**config.mk**
```make
export PLATFORM = sky130hd
export DESIGN_NAME = tap_read_arbiter
export DESIGN_NICKNAME = d
export VERILOG_FILES = /design/src/rtl/tap_read_arbiter.sv
export SDC_FILE = /design/constraint.sdc
export NUM_CORES = 1
export LEC_CHECK = 0
export CORE_ASPECT_RATIO = 1.1
export CORE_MARGIN = 1
export CORE_UTILIZATION = 50
export CTS_BUF_LIST = sky130_fd_sc_hd__clkbuf_16
export DETAILED_ROUTE_END_ITERATION = 8
export GPL_TIMING_DRIVEN = 1
export PLACE_DENSITY = 0.91
export SKIP_LAST_GASP = 1
export SYNTH_ARGS = -nofsm -noshare
export SYNTH_HDL_FRONTEND = slang
export SYNTH_SLANG_ARGS = --single-unit
```
**constraint.sdc**
```tcl
create_clock -name CLK_I -period 1.85 [get_ports CLK_I]
set_input_delay 0.4625 -clock CLK_I [delete_from_list [all_inputs] [get_ports CLK_I]]
set_output_delay 0.4625 -clock CLK_I [all_outputs]
set_load 0.05 [all_outputs]
```
**src/rtl/tap_read_arbiter.sv**
```systemverilog
// -----------------------------------------------------------------------------
// uart_pkg / tap_read_arbiter
//
// Purpose:
//   Read sequencing stage in front of the TAP read interconnect. A command
//   carrying a register address is accepted from the UART command decoder.
//   The arbiter then performs a ready/valid read against the interconnect and
//   captures the returned word. It sends the result to the UART transmitter
//   as a framed byte stream: one header byte, then NB data bytes, least
//   significant byte first.
//
// Header byte: bit7 = error flag, bits[6:IRLENGTH] = 0,
//              bits[IRLENGTH-1:0] = address.
//
// Optional feature (macro TAP_READ_ARBITER_TIMEOUT_EN):
//   Defined   - READ gives up after TIMEOUT_CYCLES cycles without READ_VALID_I.
//               It then sends a frame with the error bit set and all data
//               bytes zero.
//   Undefined - READ waits indefinitely and the error bit is always 0.
//
// Parameters:
//   READ_WIDTH      width of the read word; NB = ceil(READ_WIDTH/8)
//   TIMEOUT_CYCLES  READ wait limit when the timeout is compiled in (>= 1)
//
// Ports:
//   CLK_I, RST_I           clock, synchronous active-high reset
//   CMD_VALID_I/READY_O    command handshake, CMD_ADDR_I = register address
//   READ_ADDRESS_O         address presented to the interconnect
//   READ_READY_O           read request/ready to the interconnect
//   READ_VALID_I/DATA_I    interconnect response
//   TX_DATA_O/VALID_O      byte stream to the UART transmitter
//   TX_READY_I             transmitter accepts the current byte
//   BUSY_O                 high whenever the arbiter is not idle
//
// All outputs are driven directly from flops.
// -----------------------------------------------------------------------------

package uart_pkg;
  localparam int unsigned           IRLENGTH    = 5;
  localparam logic [IRLENGTH-1:0]   ADDR_IDCODE = 5'h01;
endpackage

module tap_read_arbiter
  import uart_pkg::*;
#(
  parameter int unsigned READ_WIDTH     = 32,
  parameter int unsigned TIMEOUT_CYCLES = 1024
) (
  input  logic                  CLK_I,
  input  logic                  RST_I,
  input  logic                  CMD_VALID_I,
  output logic                  CMD_READY_O,
  input  logic [IRLENGTH-1:0]   CMD_ADDR_I,
  output logic [IRLENGTH-1:0]   READ_ADDRESS_O,
  output logic                  READ_READY_O,
  input  logic                  READ_VALID_I,
  input  logic [READ_WIDTH-1:0] READ_DATA_I,
  output logic [7:0]            TX_DATA_O,
  output logic                  TX_VALID_O,
  input  logic                  TX_READY_I,
  output logic                  BUSY_O
);

  localparam int unsigned NB = (READ_WIDTH + 7) / 8;
  localparam int unsigned SW = NB * 8;
  localparam int unsigned IW = $clog2(NB + 1);

  // Elaboration-time parameter sanity checks.
  if (IRLENGTH > 7) begin : g_bad_irlength
    $error("tap_read_arbiter: IRLENGTH must be <= 7");
  end
  if (TIMEOUT_CYCLES == 0) begin : g_bad_timeout
    $error("tap_read_arbiter: TIMEOUT_CYCLES must be >= 1");
  end

  typedef enum logic [1:0] {
    IDLE = 2'd0,
    READ = 2'd1,
    SEND = 2'd2
  } state_t;

  state_t              state_q, state_d;
  logic [IRLENGTH-1:0] addr_q, addr_d;
  logic [SW-1:0]       shift_q, shift_d;
  logic [IW-1:0]       idx_q, idx_d;
  logic                cmd_ready_q, cmd_ready_d;
  logic                read_ready_q, read_ready_d;
  logic                tx_valid_q, tx_valid_d;
  logic [7:0]          tx_data_q, tx_data_d;
  logic                busy_q, busy_d;

  // Asserted in the READ cycle in which the wait limit expires.
  logic                timeout_hit;

  function automatic logic [7:0] make_header(input logic                err,
                                             input logic [IRLENGTH-1:0] addr);
    logic [7:0] h;
    h                 = '0;
    h[IRLENGTH-1:0]   = addr;
    h[7]              = err;
    return h;
  endfunction

`ifdef TAP_READ_ARBITER_TIMEOUT_EN
  localparam int unsigned CW = $clog2(TIMEOUT_CYCLES + 1);

  logic [CW-1:0] cnt_q, cnt_d;

  // The counter is held at zero outside READ, so it always starts fresh at
  // command accept. It counts READ cycles without valid. Expiry occurs on the
  // TIMEOUT_CYCLES-th such cycle, so READ_READY_O stays high for exactly
  // TIMEOUT_CYCLES cycles.
  always_comb begin
    cnt_d = cnt_q;
    if (state_q != READ) begin
      cnt_d = '0;
    end else if (!READ_VALID_I) begin
      cnt_d = cnt_q + 1'b1;
    end
  end

  assign timeout_hit = (state_q == READ) && !READ_VALID_I &&
                       (cnt_q == CW'(TIMEOUT_CYCLES - 1));

  always_ff @(posedge CLK_I) begin
    if (RST_I) begin
      cnt_q <= '0;
    end else begin
      cnt_q <= cnt_d;
    end
  end
`else
  assign timeout_hit = 1'b0;
`endif

  // Next-state and registered-output logic.
  always_comb begin
    state_d      = state_q;
    addr_d       = addr_q;
    shift_d      = shift_q;
    idx_d        = idx_q;
    cmd_ready_d  = cmd_ready_q;
    read_ready_d = read_ready_q;
    tx_valid_d   = tx_valid_q;
    tx_data_d    = tx_data_q;
    busy_d       = busy_q;

    case (state_q)
      IDLE: begin
        // Ready goes high one cycle after reset release and stays high while idle.
        cmd_ready_d = 1'b1;
        busy_d      = 1'b0;
        if (cmd_ready_q && CMD_VALID_I) begin
          addr_d       = CMD_ADDR_I;
          state_d      = READ;
          cmd_ready_d  = 1'b0;
          read_ready_d = 1'b1;
          busy_d       = 1'b1;
        end
      end

      READ: begin
        // Valid data has priority over a timeout in the same cycle.
        if (READ_VALID_I) begin
          shift_d                 = '0;
          shift_d[READ_WIDTH-1:0] = READ_DATA_I;
          idx_d                   = '0;
          read_ready_d            = 1'b0;
          tx_valid_d              = 1'b1;
          tx_data_d               = make_header(1'b0, addr_q);
          state_d                 = SEND;
        end else if (timeout_hit) begin
          shift_d      = '0;
          idx_d        = '0;
          read_ready_d = 1'b0;
          tx_valid_d   = 1'b1;
          tx_data_d    = make_header(1'b1, addr_q);
          state_d      = SEND;
        end
      end

      SEND: begin
        // tx_valid_q is always high in SEND. The low byte of the shift
        // register is the next byte to present, so the data goes out LSB
        // first.
        if (TX_READY_I) begin
          if (idx_q == IW'(NB)) begin
            state_d     = IDLE;
            tx_valid_d  = 1'b0;
            tx_data_d   = '0;
            cmd_ready_d = 1'b1;
            busy_d      = 1'b0;
          end else begin
            idx_d     = idx_q + 1'b1;
            tx_data_d = shift_q[7:0];
            shift_d   = shift_q >> 8;
          end
        end
      end

      default: begin
        state_d      = IDLE;
        cmd_ready_d  = 1'b0;
        read_ready_d = 1'b0;
        tx_valid_d   = 1'b0;
        busy_d       = 1'b0;
      end
    endcase
  end

  always_ff @(posedge CLK_I) begin
    if (RST_I) begin
      state_q      <= IDLE;
      addr_q       <= '0;
      shift_q      <= '0;
      idx_q        <= '0;
      cmd_ready_q  <= 1'b0;
      read_ready_q <= 1'b0;
      tx_valid_q   <= 1'b0;
      tx_data_q    <= '0;
      busy_q       <= 1'b0;
    end else begin
      state_q      <= state_d;
      addr_q       <= addr_d;
      shift_q      <= shift_d;
      idx_q        <= idx_d;
      cmd_ready_q  <= cmd_ready_d;
      read_ready_q <= read_ready_d;
      tx_valid_q   <= tx_valid_d;
      tx_data_q    <= tx_data_d;
      busy_q       <= busy_d;
    end
  end

  assign CMD_READY_O    = cmd_ready_q;
  assign READ_ADDRESS_O = addr_q;
  assign READ_READY_O   = read_ready_q;
  assign TX_VALID_O     = tx_valid_q;
  assign TX_DATA_O      = tx_data_q;
  assign BUSY_O         = busy_q;

endmodule
```
== After elaboration in Yosys (flattened, before gate mapping) ==
Index checks and enable logic that the tools add are counted.

* Add/subtract/negate cells: 1
* Equality and inequality tests: 8
* Multiplexer cells: 30
* Bitwise gates (word level): 3
* Reduce and logical (&&, ||, !) cells: 10

{| class="wikitable"
|+ Operators by type and width
! kind !! count
|-
| 2-to-1 mux 32 bit || 3
|-
| one-hot mux 32 bit (2 select lines) || 1
|-
| 2-to-1 mux 8 bit || 3
|-
| one-hot mux 8 bit (2 select lines) || 1
|-
| one-hot mux 1 bit (3 select lines) || 4
|-
| AND reduction 4 bit || 3
|-
| != test 2 bit (second input constant) || 5
|-
| 2-to-1 mux 1 bit || 9
|-
| 2-to-1 mux 3 bit || 3
|-
| AND reduction 3 bit || 3
|-
| 2-to-1 mux 2 bit || 4
|-
| one-hot mux 2 bit (3 select lines) || 1
|-
| one-hot mux 3 bit (2 select lines) || 1
|-
| adder 3 x 1 -> 3 bit (second input constant) || 1
|-
| == test 3 bit (second input constant) || 1
|-
| inverter 1 bit || 3
|-
| == test 2 x 1 -> 1 bit (second input constant) || 1
|-
| == test 2 bit (second input constant) || 1
|-
| zero test 2 bit || 1
|-
| AND reduction 2 bit || 1
|-
| nonzero test 2 bit || 1
|-
| logical AND 1 bit || 1
|}

* Register bits after elaboration: 54
* Bits of input ports: 42
* Output and inout port bits: 17

== Logic depth before layout (Yosys ltp) ==
Gate-level depths: netlist of the first run.

* Depth after elaboration: 4
* Depth in mapped cells: 6
* Mapped depth without buffers: 5

== Least setup slack after synthesis of the first run ==
Ideal clock, no wire load.

* Kind: register to register
* Start point: register idx_q[0]
* End point: register busy_q, in the netlist BUSY_O
* Setup time: 0.091 ns
* Data arrival time: 1.368 ns
* Required time: 1.759 ns
* Path slack: 0.392 ns
* Stages on the path, launching flop included: 7
* Buffers on the path: 1
* Clock period less this slack: 1.458 ns
* Cell sequence: dfxtp_1 -> inv_1 -> ha_1 -> and2_1 -> buf_2 -> a21o_1 -> a311oi_1

* Cells in the longest elaborated chain, start to end: 3

{| class="wikitable"
|+ RTL lines
! element !! line !! text
|-
| start, declared || 85 || <nowiki>logic [IW-1:0] idx_q, idx_d;</nowiki>
|-
| start signal, assigned || 226 || <nowiki>idx_q <= idx_d;</nowiki>
|-
| == test 3 bit || 187 || <nowiki>if (idx_q == IW'(NB)) begin</nowiki>
|-
| != test 2 bit (no line) || -- ||
|-
| AND reduction 3 bit (no line) || -- ||
|-
| end signal, assigned || 231 || <nowiki>busy_q <= busy_d;</nowiki>
|-
| end, declared || 90 || <nowiki>logic busy_q, busy_d;</nowiki>
|}

No other way between the ends.
A chain may end at the register's enable or synchronous reset.

== Worst setup path in the final report of the first run ==
* Start point: input TX_READY_I
* End point: register shift_q[4]

* Cells in the longest elaborated chain, start to end: 2

{| class="wikitable"
|+ RTL lines
! element !! line !! text
|-
| start, declared || 60 || <nowiki>input logic TX_READY_I,</nowiki>
|-
| != test 2 bit (no line) || -- ||
|-
| AND reduction 4 bit (no line) || -- ||
|-
| end signal, assigned || 225 || <nowiki>shift_q <= shift_d;</nowiki>
|-
| end, declared || 84 || <nowiki>logic [SW-1:0] shift_q, shift_d;</nowiki>
|}

No other way between the ends.

==> reports/summary.log, run 1 <==
[clocking] CTS tree yes
[drt] violation count after the first detailed-route iteration 298
[clocking] CTS H-tree depth 2
[grt] first-pass GRT wire length 10,700 um
[critical_path] kind of cell adding the most delay to the critical path compound AO/OA/AOI/OAI gates
[critical_path] highest fanout seen on the critical path 12
[sta] number of endpoints failing setup at the final stage 0
[clocking] clock-pin slew of the registers on the worst-case setup and hold paths 70 ps
[drt] total DRC errors in the routed layout 0
[run] max capacitance violation total 0
[layout] Fill cells 376
[synth] netlist area before placement 0.002524 mm^2
[drt] mean routed wirelength per cell 16.80 um
[synth] ranking of synthesized cells by area sky130_fd_sc_hd__dfxtp_1 43%, sky130_fd_sc_hd__a311oi_1 10%, sky130_fd_sc_hd__nand2_1 8.5%, sky130_fd_sc_hd__a211oi_1 7.4%, sky130_fd_sc_hd__nand3_1 3.4%
[sta] final number of hold-violating endpoints 0
[run_status] run status finished, final reports clean
[critical_path] data arrival time of the critical path 1910 ps
[critical_path] sum of buffers and inverters on the critical path 1
[layout] most common library cell in the layout ignoring fill and taps sky130_fd_sc_hd__nand2_1
[sta] final worst setup slack 78.70 ps
[drt] Post-DRT Antenna Nets 0
[sta] maximum operating frequency 564.6 MHz
[drt] via density per instance 6.224
[synth] Post-Syn Nets 334
[synth] cell accounting for the most synthesized area sky130_fd_sc_hd__dfxtp_1
[pwr] Pwr Density 810.0 mW/mm^2
[layout] Area growth, synth to finish 28.36%
[pwr] overall power consumption 2.624 mW
[clocking] hold-fix buffers at CTS 0
[pwr] maximum vdd ir drop 0.0007185 V
[drt] Post-Route WL 6602 um
[clocking] clock tree root buffer cell sky130_fd_sc_hd__clkbuf_16
[synth] count of mapped cells out of synthesis 290
[critical_path] Setup crit start kind input pin
[grt] GRT Total Usage 24.62%
[sta] RSZ-0062 raised after global routing false
[placed_design] count of input and output buffers 58
[layout] share of layout cells above drive strength 1 13.06%
[synth] post-synthesis sequential element count 54
[synth] area share of the largest cell type after synthesis 42.84%
[critical_path] cell with the largest stage delay on the worst path sky130_fd_sc_hd__o21ai_2
[floorplan] effective utilization at floorplan 53.13%
[pwr] Leakage 1.177 nW
[critical_path] nature of the critical path endpoint flip-flop
[sta] worst max-slew margin expressed relative to the limit 60.42%
[synth] register area share after synthesis 42.84%
[sta] Fin Clk Skew 6.805 ps
[placed_design] post-placement cell area 0.003089 mm^2
[critical_path] critical path cell sequence clkdlybuf4s50_1 -> nand3b_2 -> o21ai_2 -> a311oi_1
[layout] final layout net count 380
[sta] Max Slew Vio Count 0
[placed_design] pre-CTS worst setup slack -194.6 ps
[synth] number of enable flip-flop cells after synthesis 0
[clocking] # resized after CTS 0
[sta] slew at the pin with the worst max-slew slack 593.7 ps
[clocking] Clk Latency, worst-skew pair 300 ps
[floorplan] number of cell rows 26
[layout] Design Area, Final 0.003239 mm^2
[floorplan] area of the die 0.005336 mm^2
[drt] total number of vias 2,446
[grt] antenna violations before repair 0
[layout] most frequent cells in the layout 57 x sky130_fd_sc_hd__nand2_1, 54 x sky130_fd_sc_hd__dfxtp_1, 40 x sky130_fd_sc_hd__clkdlybuf4s50_1
[layout] final antenna diode count 0
[grt] largest net degree at the start of global routing 42
[clocking] buffer levels on the longest clock path 2
[sta] final worst path period share 95.75%
[synth] Synth async-reset ratio 0%
[drt] length of the first detailed-routing pass in iterations 4
[synth] number of warnings printed during yosys synthesis 0
[clocking] number of clock sinks 54
[floorplan] Vert. Die Dim 76.51 um
[clocking] total clock buffers created by CTS 5
[critical_path] Critical Path Max Stage Delay 550 ps
[hold_path] Worst Hold Class reg -> reg
[floorplan] placeable core region 0.004750 mm^2
[grt] total congestion overflow 0
[sta] clock period minus worst slack 1771 ps
[critical_path] WP data required 1990 ps
[synth] prevailing post-synth register cell sky130_fd_sc_hd__dfxtp_1
[floorplan] width of the die 69.74 um
[floorplan] I/O Pins 59
[placed_design] placed wire-length estimate after detailed placement 4251 um
[sta] setup tns final 0 ps
[placed_design] final weighted congestion in routability-driven placement 0.7736
[grt] number of global-route vias before repair 2,274
[critical_path] critical path class in -> reg
[synth] post-synthesis cell type count 31
[synth] mean instance size in the synthesized netlist 8.702 um^2
## cells in the mapped netlist, drive strengths merged, types with 2 or more instances
cell     instances
ha               2
nor3             6
o2111ai          3
nor2             7
nand3b           4
dfxtp           54
clkbuf          12
and3b            3
buf             22
inv              2
nand2b           4
nand3           17
mux2i            6
nand2           57
o211ai          10
a21oi           15
a211oi          25
a311oi          30
## tightest hold or removal path, cell delays in order (launching register included)
cell	delay, ps
sky130_fd_sc_hd__dfxtp_1	320
sky130_fd_sc_hd__nand2_1	50
sky130_fd_sc_hd__a21oi_1	50
## stage by stage
stage               instances  hold slack [ps]  utilization [%]
floorplan                 290            459.9                -
global placement          384            459.2            65.04
detailed placement        384            469.0            65.04
CTS                       392            478.2            68.02
global route              393            499.7            68.20
finish                    393            475.5            68.20
## final cells by class
type / count / area [um^2] / share of cell area, %
Timing Repair Buffer: 72 / 675.6 / 20.86
Clock inverter: 3 / 16.27 / 0.5021
Sequential cell: 54 / 1081 / 33.37
Multi-Input combinational cell: 201 / 1264 / 39.01
Clock buffer: 5 / 125.1 / 3.862
Tap cell: 56 / 70.07 / 2.163
Inverter: 2 / 7.507 / 0.2317
## routing by layer
layer	share of wire [%]	vias to the layer above	track usage, %
met5	0	-	0
met4	0.92	0	5.400
met3	6.5	6	6.217
met2	49	89	40.10
met1	44	1179	32.92
li1	-	1172	-
## state kept, by name (all words and copies together) (netlist names)
name and flops:
shift_q 32, TX_DATA_O 8, READ_ADDRESS_O 5, idx_q 3, state_q 2, BUSY_O 1, CMD_READY_O 1, READ_READY_O 1
TX_VALID_O 1
## power breakdown
part	internal, mW	total, mW	switching, mW
Sequential	1.22	1.27	0.0464
Combinational	0.206	0.440	0.234
Clock	0.495	0.913	0.418
Total	1.93	2.62	0.698
## cell families (layout without fill, tap and decap cells)
family | Yosys count | count (layout) | share of synthesized area [%]
fa+ha+maj | 2 | 2 | 0.9914
flops | 54 | 54 | 42.84
mux | 7 | 7 | 2.826
buf+inv | 36 | 82 | 7.437
compound gates | 88 | 89 | 26.72
simple gates | 103 | 103 | 19.19
## path summary, 6_finish.rpt
kind	end	slack, ps	from	cells after the start
hold reg to reg	READ_READY_O	480	READ_READY_O	2
setup reg to reg	shift_q[4]	120	idx_q[0]	5
setup / recovery	shift_q[4]	80	TX_READY_I	4
hold / removal	READ_READY_O	480	READ_READY_O	2
## timing repair
| action | CTS | global route |
|---|---|---|
| setup endpoints to repair | 0 | 8 |
| hold endpoints to repair | 0 | 0 |
| buffers inserted | 0 | 0 |
Power figures use the tool's default switching activity.
==> run 2: changes to the inputs <==
--- a/config.mk
+++ b/config.mk
@@ -5,12 +5,12 @@
 export SDC_FILE = /design/constraint.sdc
 export NUM_CORES = 1
 export LEC_CHECK = 0
-export CORE_ASPECT_RATIO = 1.1
+export CORE_ASPECT_RATIO = 2
 export CORE_MARGIN = 1
 export CORE_UTILIZATION = 50
-export CTS_BUF_LIST = sky130_fd_sc_hd__clkbuf_16
 export DETAILED_ROUTE_END_ITERATION = 8
 export GPL_TIMING_DRIVEN = 1
+export MAX_ROUTING_LAYER = met4
 export PLACE_DENSITY = 0.91
 export SKIP_LAST_GASP = 1
 export SYNTH_ARGS = -nofsm -noshare
==> reports/summary.log, run 2 (synthesis results as in run 1) <==
[run_status] run status finished, final reports clean
[sta] Hold WS 475.9 ps
[critical_path] critical path cell sequence clkdlybuf4s50_1 -> nand3b_2 -> o21ai_4 -> a311oi_1
[sta] final number of hold-violating endpoints 0
[critical_path] cell with the largest stage delay on the worst path sky130_fd_sc_hd__clkdlybuf4s50_1
[clocking] buffer levels on the longest clock path 2
[critical_path] Critical Path Max Stage Delay 610 ps
[layout] Fill cells 396
[pwr] maximum vdd ir drop 0.0005315 V
[sta] number of endpoints failing setup at the final stage 0
[critical_path] Setup crit start kind input pin
[pwr] Leakage 1.179 nW
[sta] final worst setup slack 66.95 ps
[sta] Fin Clk Skew 4.998 ps
[critical_path] critical path class in -> reg
[sta] RSZ-0062 raised after global routing false
[clocking] CTS H-tree depth 2
[layout] final antenna diode count 0
[layout] register containing the most flip-flops in the final layout shift_q
[layout] share of layout cells above drive strength 1 14.04%
[clocking] hold-fix buffers at CTS 0
[placed_design] count of input and output buffers 58
[clocking] CTS tree yes
[drt] violation count after the first detailed-route iteration 81
[critical_path] WP data required 2020 ps
[layout] flip-flop count of the largest register, all copies and words added 32
[clocking] clock tree root buffer cell sky130_fd_sc_hd__clkbuf_8
[drt] Post-DRT Antenna Nets 0
[sta] final worst path period share 96.38%
[floorplan] Vert. Die Dim 102.5 um
[hold_path] Worst Hold Class reg -> reg
[drt] total number of vias 2,450
[drt] via density per instance 6.140
[clocking] clock-pin slew of the registers on the worst-case setup and hold paths 90 ps
[layout] most common library cell in the layout ignoring fill and taps sky130_fd_sc_hd__nand2_1
[layout] final layout net count 386
[layout] most frequent cells in the layout 57 x sky130_fd_sc_hd__nand2_1, 54 x sky130_fd_sc_hd__dfxtp_1, 40 x sky130_fd_sc_hd__clkdlybuf4s50_1
[sta] Max Slew Vio Count 0
[grt] antenna violations before repair 0
[clocking] number of clock sinks 54
[grt] GRT Total Usage 27.38%
[sta] worst max-slew margin expressed relative to the limit 70.98%
[critical_path] data arrival time of the critical path 1950 ps
[drt] total DRC errors in the routed layout 0
[drt] mean routed wirelength per cell 16.97 um
[placed_design] placed wire-length estimate after detailed placement 4643 um
[critical_path] highest fanout seen on the critical path 13
[floorplan] width of the die 52.24 um
[floorplan] placeable core region 0.004865 mm^2
[placed_design] final weighted congestion in routability-driven placement 0.8766
[grt] first-pass GRT wire length 10,720 um
[placed_design] pre-CTS worst setup slack -277.6 ps
[critical_path] kind of cell adding the most delay to the critical path compound AO/OA/AOI/OAI gates
[critical_path] sum of buffers and inverters on the critical path 1
[layout] Area growth, synth to finish 27.42%
[clocking] Clk Latency, worst-skew pair 310 ps
[pwr] Pwr Density 729.6 mW/mm^2
[drt] length of the first detailed-routing pass in iterations 5
[grt] number of global-route vias before repair 2,355
[pwr] overall power consumption 2.346 mW
[grt] largest net degree at the start of global routing 34
[sta] slew at the pin with the worst max-slew slack 433.6 ps
[critical_path] nature of the critical path endpoint flip-flop
[floorplan] effective utilization at floorplan 51.88%
[floorplan] number of cell rows 36
[layout] fraction of the core area covered by cells at the end of the flow 66.10%
[floorplan] area of the die 0.005353 mm^2
[sta] clock period minus worst slack 1783 ps
[floorplan] I/O Pins 59
[clocking] total clock buffers created by CTS 5
[sta] maximum operating frequency 560.8 MHz
[sta] setup tns final 0 ps
[run] max capacitance violation total 0
[grt] total congestion overflow 0
[drt] Post-Route WL 6770 um
==> run 2: changes by cell type in the layout (fill, tap and decap cells not counted), sizes merged <==
| cell | before | now |
|---|---|---|
| clkinv | 2 | 0 |
| buf | 32 | 38 |
| clkbuf | 5 | 7 |
| clkinvlp | 1 | 0 |
==> run 2: worst paths after layout <==
kind | from | to | slack [ps] | cells after the start
setup / recovery | TX_READY_I | shift_q[3] | 70 | 4
hold / removal | TX_DATA_O[6] | TX_DATA_O[6] | 480 | 2
setup reg to reg | state_q[1] | shift_q[19] | 120 | 4
hold reg to reg | TX_DATA_O[6] | TX_DATA_O[6] | 480 | 2
==> run 2: worst register-to-register path, delay by kind of cell (launching register included) <==
family	cells	cell delay (ps)
AOI/OAI and AO/OA	1	300
buffers and inverters	1	280
DFF	1	600
and+or+nand+nor	2	450
==> run 2: report_power, final <==
| part | switching, mW | internal [mW] |
|---|---|---|
| Combinational | 0.237 | 0.210 |
| Clock | 0.363 | 0.262 |
| Sequential | 0.0504 | 1.22 |
==> run 2: per-layer routing <==
| layer | GRT usage, % | wire, um | vias to the layer above |
|---|---|---|---|
| met4 | 12.35 | 189 | 0 |
| met2 | 46.45 | 3524 | 123 |
| met3 | 3.720 | 395 | 16 |
| li1 | - | - | 1178 |
| met5 | - | 0 | - |
| met1 | 31.05 | 2661 | 1133 |
==> run 2: stage by stage <==
stage                     cell area (um^2)  std cells
after CTS                             3208        399
after floorplan                       2524        290
after global placement                3123        391
after global routing                  3216        399
after detailed placement              3123        391
final                                 3216        399
==> run 2: area by class of cell <==
class                           count  area [um^2]  area share (%)
Clock buffer                        7        76.32           2.374
Inverter                            2        7.507          0.2335
Multi-Input combinational cell    201         1271           39.53
Sequential cell                    54         1081           33.62
Tap cell                           57        71.32           2.218
Timing Repair Buffer               78        708.2           22.02
==> run 2: repair_timing <==
item	CTS	global route
setup buffers	0	0
pin swaps	1	0
resized for setup	0	1
setup endpoints to repair	2	12
cloned	1	0
==> RTL change 1: new RTL, config.mk and constraints of run 2 <==
Add a define of `TAP_READ_ARBITER_TIMEOUT_EN`.
--- a/src/rtl/tap_read_arbiter.sv
+++ b/src/rtl/tap_read_arbiter.sv
@@ -35,4 +35,6 @@
 // All outputs are driven directly from flops.
 // -----------------------------------------------------------------------------
+
+`define TAP_READ_ARBITER_TIMEOUT_EN
 
 package uart_pkg;
Behaviour: no difference found for any inputs over 10 cycles, from zero or initial values and one cycle with RST_I high; that may be too few to reach the edited logic, so the function may still have changed.
==> RTL change 1 against run 2 <==
Sequential share of layout area is 1.1 points higher; worst setup slack better by 70 ps; total power is 44% higher; hold slack worse by 9.4 ps; global-route usage is 1.1 points higher; clock skew is 2.4 ps higher; non-clock buffer count is 9 higher; wire length is 4.1% higher; area after synthesis is 9.1% higher; critical path depth is 2 higher; largest cell class unchanged; design area is 17% higher; sequential cell count is 11 higher; synthesized cell count is 2.4% higher.
==> RTL change 1: results (changes against run 2) <==
| Metric | Value |
|---|---|
| Top post-synthesis cells by area | `dfxtp_1, o22ai_1, nor3_1, nor4_1, nor2_1` |
| Dpl cell area | `0.00349 sq mm (+12%)` |
| Most instantiated cells after synthesis | `dfxtp_1, nor3_1, o22ai_1, nor2_1, nor4_1` |
| FF-to-FF path depth | `6 (+2)` |
| Max rail drop VDD | `0.791 mV (+49%)` |
| Hold Slack | `467 ps (-9.39 ps)` |
| Worst Hold Path EP | `shift_q[5]$_SDFFE_PP0P_` |
| Dpl hpwl | `5130 microns (+10%)` |
| Via/cell ratio | `5.95 (-3.0%)` |
| Mux contribution to synthesized area | `2.18% (-0.65 points)` |
| DRT iter0 DRCs | `131 (+62%)` |
| Post-synthesis cell type count | `44 (+42%)` |
| H-tree Lvls | `3 (+1)` |
| GP Congestion | `0.862 (-1.6%)` |
| Crit-path max cell delay | `370 ps (-240 ps)` |
| Worst-margin pin slew | `341 ps (-92.1 ps)` |
| Vias in the first global route | `2592 (+10%)` |
| DRT Pass-1 Iters | `4 (-1)` |
| Min-delay src | `shift_q[5]$_SDFFE_PP0P_` |
| Worst-path fanout max | `12 (-1)` |
| Routed len/inst | `16.2 microns (-4.7%)` |
| Critical path's slowest cell | `dfxtp_1` |
| First-pass GRT wire length | `11700 microns (+8.9%)` |
| Synth Area in Compound Gates | `17.2% (-9.5 points)` |
| Worst r2r dst | `shift_q[6]$_SDFFE_PP0P_` |
| R2r startpoint | `cnt_q[0]$_SDFFE_PP0N_` |
| Dpl ws | `-114 ps (+164 ps)` |
| Filler cells | `380 (-4.0%)` |
| Layout cells sized above 1 | `20.4% (+6.3 points)` |
| Flop-to-flop setup slack | `140 ps (+20 ps)` |
| Status | `finished clean` |
| Layout Skew | `7.38 ps (+2.38 ps)` |
| Synth Net Count | `342 (+2.4%)` |
| Largest net degree at the start of global routing | `25 (-26%)` |
| Post-synthesis sequential area ratio | `47.3% (+4.4 points)` |
| GRT Util Overall | `28.5% (+1.1 points)` |
| Num CTS Buffers | `9 (+4)` |
| Adder-Cell Fraction of Synth Area | `1.36% (+0.37 points)` |
| Final net count | `418 (+8.3%)` |
| LEAKAGE | `1.53 nW (+29%)` |
| Top delay family on crit path | `simple AND/OR/NAND/NOR gates` |
| Clock Pin Slew Worst Setup and Hold Paths | `70 ps (-20 ps)` |
| Mapped Cells | `297 (+2.4%)` |
| Fin cells | `436 (+9.3%)` |
| XOR/XNOR Fraction of Synth Area | `2.86% (+2.9 points)` |
| Latest clock arrival within the worst-skew pair | `350 ps (+40 ps)` |
RTL change 1: cell count changes after synthesis, sizes merged, moves of 10 or more:
cell and delta:
o211ai -10, a211oi -23, dfxtp +11, nor4 +23, a311oi -30, nand2 -43, nor3 +24, nor2 +17
o22ai +25
RTL change 1: per-layer routing:
layer | up-vias | track usage [%] | part of all wire [%]
met5 | - | - | 0
met4 | 0 | 19.0 | 5.2
met3 | 31 | 7.66 | 4.9
met2 | 106 | 44.4 | 53
met1 | 1190 | 29.9 | 37
li1 | 1269 | - | -
RTL change 1: worst max-delay path by stage:
stage / slack [ps] / cells past startpoint / endpoint / start
finish: 140 / 6 / shift_q[6]$_SDFFE_PP0P_ / cnt_q[0]$_SDFFE_PP0N_
global route: 20 / 6 / shift_q[6]$_SDFFE_PP0P_ / cnt_q[0]$_SDFFE_PP0N_
CTS: 90 / 5 / shift_q[24]$_SDFFE_PP0P_ / cnt_q[0]$_SDFFE_PP0N_
detailed placement: -110 / 4 / shift_q[24]$_SDFFE_PP0P_ / READ_VALID_I
global placement: -30 / 4 / shift_q[27]$_SDFFE_PP0P_ / READ_VALID_I
floorplan: 240 / 4 / READ_ADDRESS_O[0]$_SDFFE_PP0P_ / CMD_READY_O$_SDFFE_PP0P_
RTL change 1: cell type report:
type                    instances  area (sq um)  area share [%]
multi-input cells             202          1320            35.1
flip-flops and latches         65          1300            34.7
repair buffers                 87           793            21.1
clock buffers                  12           165            4.40
clock inverters                 4          73.8            1.97
well taps                      58          72.6            1.93
inverters                       8          30.0           0.801
RTL change 1: report_power, final:
group / switching (mW) / total, mW / internal [mW]
sequential: 0.0426 / 1.51 / 1.46
clock: 0.541 / 1.41 / 0.869
combinational: 0.237 / 0.468 / 0.232
==> RTL change 2: new RTL, flow settings as in run 2 <==
Without the edit above. `addr_q`, `shift_q` and `tx_data_q` no longer have a reset.
--- a/src/rtl/tap_read_arbiter.sv
+++ b/src/rtl/tap_read_arbiter.sv
@@ -212,23 +212,23 @@
     if (RST_I) begin
       state_q      <= IDLE;
-      addr_q       <= '0;
-      shift_q      <= '0;
       idx_q        <= '0;
       cmd_ready_q  <= 1'b0;
       read_ready_q <= 1'b0;
       tx_valid_q   <= 1'b0;
-      tx_data_q    <= '0;
       busy_q       <= 1'b0;
     end else begin
       state_q      <= state_d;
-      addr_q       <= addr_d;
-      shift_q      <= shift_d;
       idx_q        <= idx_d;
       cmd_ready_q  <= cmd_ready_d;
       read_ready_q <= read_ready_d;
       tx_valid_q   <= tx_valid_d;
-      tx_data_q    <= tx_data_d;
       busy_q       <= busy_d;
     end
+  end
+
+  always_ff @(posedge CLK_I) begin
+    addr_q    <= addr_d;
+    shift_q   <= shift_d;
+    tx_data_q <= tx_data_d;
   end
 
Behaviour: differs if RST_I is asserted again (counterexample within 4 cycles, from zero or initial values and one cycle with RST_I high); with RST_I held inactive, the same outputs for 10 cycles.
==> RTL change 2 against run 2 <==
Wire length down 42%; area after synthesis decreased by 11%; sequential cell count did not move; sequential power up 10%; via count fell by 34%; total power fell by 0.38%; combinational power down 28%; design area shrank 8.2%; die area is 11% lower; worst setup slack better by 130 ps.
==> RTL change 2: results (changes against run 2) <==
| Metric | Value |
|---|---|
| Status | `finished clean` |
| Initial antenna violation count | `0 (unchanged)` |
| Critical path's slowest cell | `dfxtp_1` |
| GP Congestion | `0.824 (-6.0%)` |
| Most instantiated cells after synthesis | `nand2_1, edfxtp_1, and2_1, dfxtp_1, buf_2` |
| Layout Skew | `8.77 ps (+3.77 ps)` |
| Worst-path fanout max | `33 (+20)` |
| Filler cells | `351 (-11%)` |
| Hold Path Class | `flop to flop` |
| Synth Flop Type | `edfxtp_1` |
| Num CTS Buffers | `5 (unchanged)` |
| Worst-margin pin slew | `424 ps (-9.67 ps)` |
| Top post-synthesis cells by area | `edfxtp_1, nand2_1, dfxtp_1, and2_1, a22o_1` |
| FF-to-FF path depth | `5 (+1)` |
| WP data required | `1840 ps (-180 ps)` |
| Dpl hpwl | `2860 microns (-38%)` |
| EDFF count, synth | `45 (+45)` |
| DRT iter0 DRCs | `45 (-44%)` |
| Fin cells | `309 (-23%)` |
| LEAKAGE | `1.16 nW (-1.6%)` |
| Top delay family on crit path | `flip-flops` |
| Dpl cell area | `0.00287 sq mm (-8.3%)` |
| Final TNS setup | `0 ps (unchanged)` |
| Setup Fix Bufs, Post-CTS | `0 (unchanged)` |
| Synth Area in Compound Gates | `5.85% (-21 points)` |
| Final net count | `298 (-23%)` |
| Routed WL | `3930 microns (-42%)` |
| First-pass GRT wire length | `6590 microns (-39%)` |
| Largest net degree at the start of global routing | `38 (+12%)` |
| Dpl ws | `-24.2 ps (+253 ps)` |
| DRT Pass-1 Iters | `4 (-1)` |
| GRT Util Overall | `18.5% (-8.9 points)` |
| Via/cell ratio | `5.22 (-15%)` |
| Adder-Cell Fraction of Synth Area | `1.11% (+0.12 points)` |
| Max rail drop VDD | `0.687 mV (+29%)` |
| Vias in the first global route | `1517 (-36%)` |
| Mapped Cells | `194 (-33%)` |
| Latest clock arrival within the worst-skew pair | `300 ps` |
| Mux contribution to synthesized area | `0.948% (-1.9 points)` |
| Post-synthesis sequential area ratio | `68.2% (+25 points)` |
| Fin. Hold Viols | `0 (unchanged)` |
| H-tree Lvls | `2 (unchanged)` |
| Crit-path max cell delay | `390 ps (-220 ps)` |
| Synth Net Count | `238 (-29%)` |
| Layout cells sized above 1 | `12.9% (-1.1 points)` |
| CTS Buffer Depth | `2 (unchanged)` |
[RTL change 2: cell count changes in the layout (fill, tap and decap cells not counted), moves of 10 or more]
cell      before  now
nand3_1       17    1
edfxtp_1       0   45
nand2_1       57   76
a211oi_1      25    2
a311oi_1      30    0
buf_4         35   21
a21oi_1       15    5
dfxtp_1       54    9
[RTL change 2: where the power goes]
| part | switching [mW] | internal (mW) | leakage, nW |
|---|---|---|---|
| Combinational | 0.165 | 0.155 | 0.631 |
| Sequential | 0.0232 | 1.38 | 0.487 |
| Clock | 0.355 | 0.260 | 0.0416 |
[RTL change 2: path summary, 6_finish.rpt]
check                                from                      end  slack [ps]
setup / recovery    idx_q[0]$_SDFFE_PP0P_     shift_q[4]$_DFFE_PP_         200
hold / removal    TX_VALID_O$_SDFFE_PP0P_  TX_VALID_O$_SDFFE_PP0P_         480
setup reg to reg    idx_q[0]$_SDFFE_PP0P_     shift_q[4]$_DFFE_PP_         200
hold reg to reg   TX_VALID_O$_SDFFE_PP0P_  TX_VALID_O$_SDFFE_PP0P_         480
[RTL change 2: routing by layer]
metal,track usage [%],share of wire (%)
met1,19.6,36
met2,32.1,57
met4,7.47,1.8
met5,-,0
met3,4.40,5.2
[RTL change 2: final cells by class]
class | instances | area (sq um) | area share, %
sequential | 54 | 1530 | 51.9
clock inverter | 3 | 16.3 | 0.551
tap | 54 | 67.6 | 2.29
inverter | 4 | 15.0 | 0.509
multi-input combinational | 126 | 663 | 22.5
timing repair buffer | 63 | 588 | 19.9
clock buffer | 5 | 68.8 | 2.33
[RTL change 2: worst register-to-register path, cell delays in order (launching register included)]
cell and delay [ps]:
dfxtp_1 390, inv_1 60, ha_1 230, and2_1 240
o21ai_4 190, buf_12 220
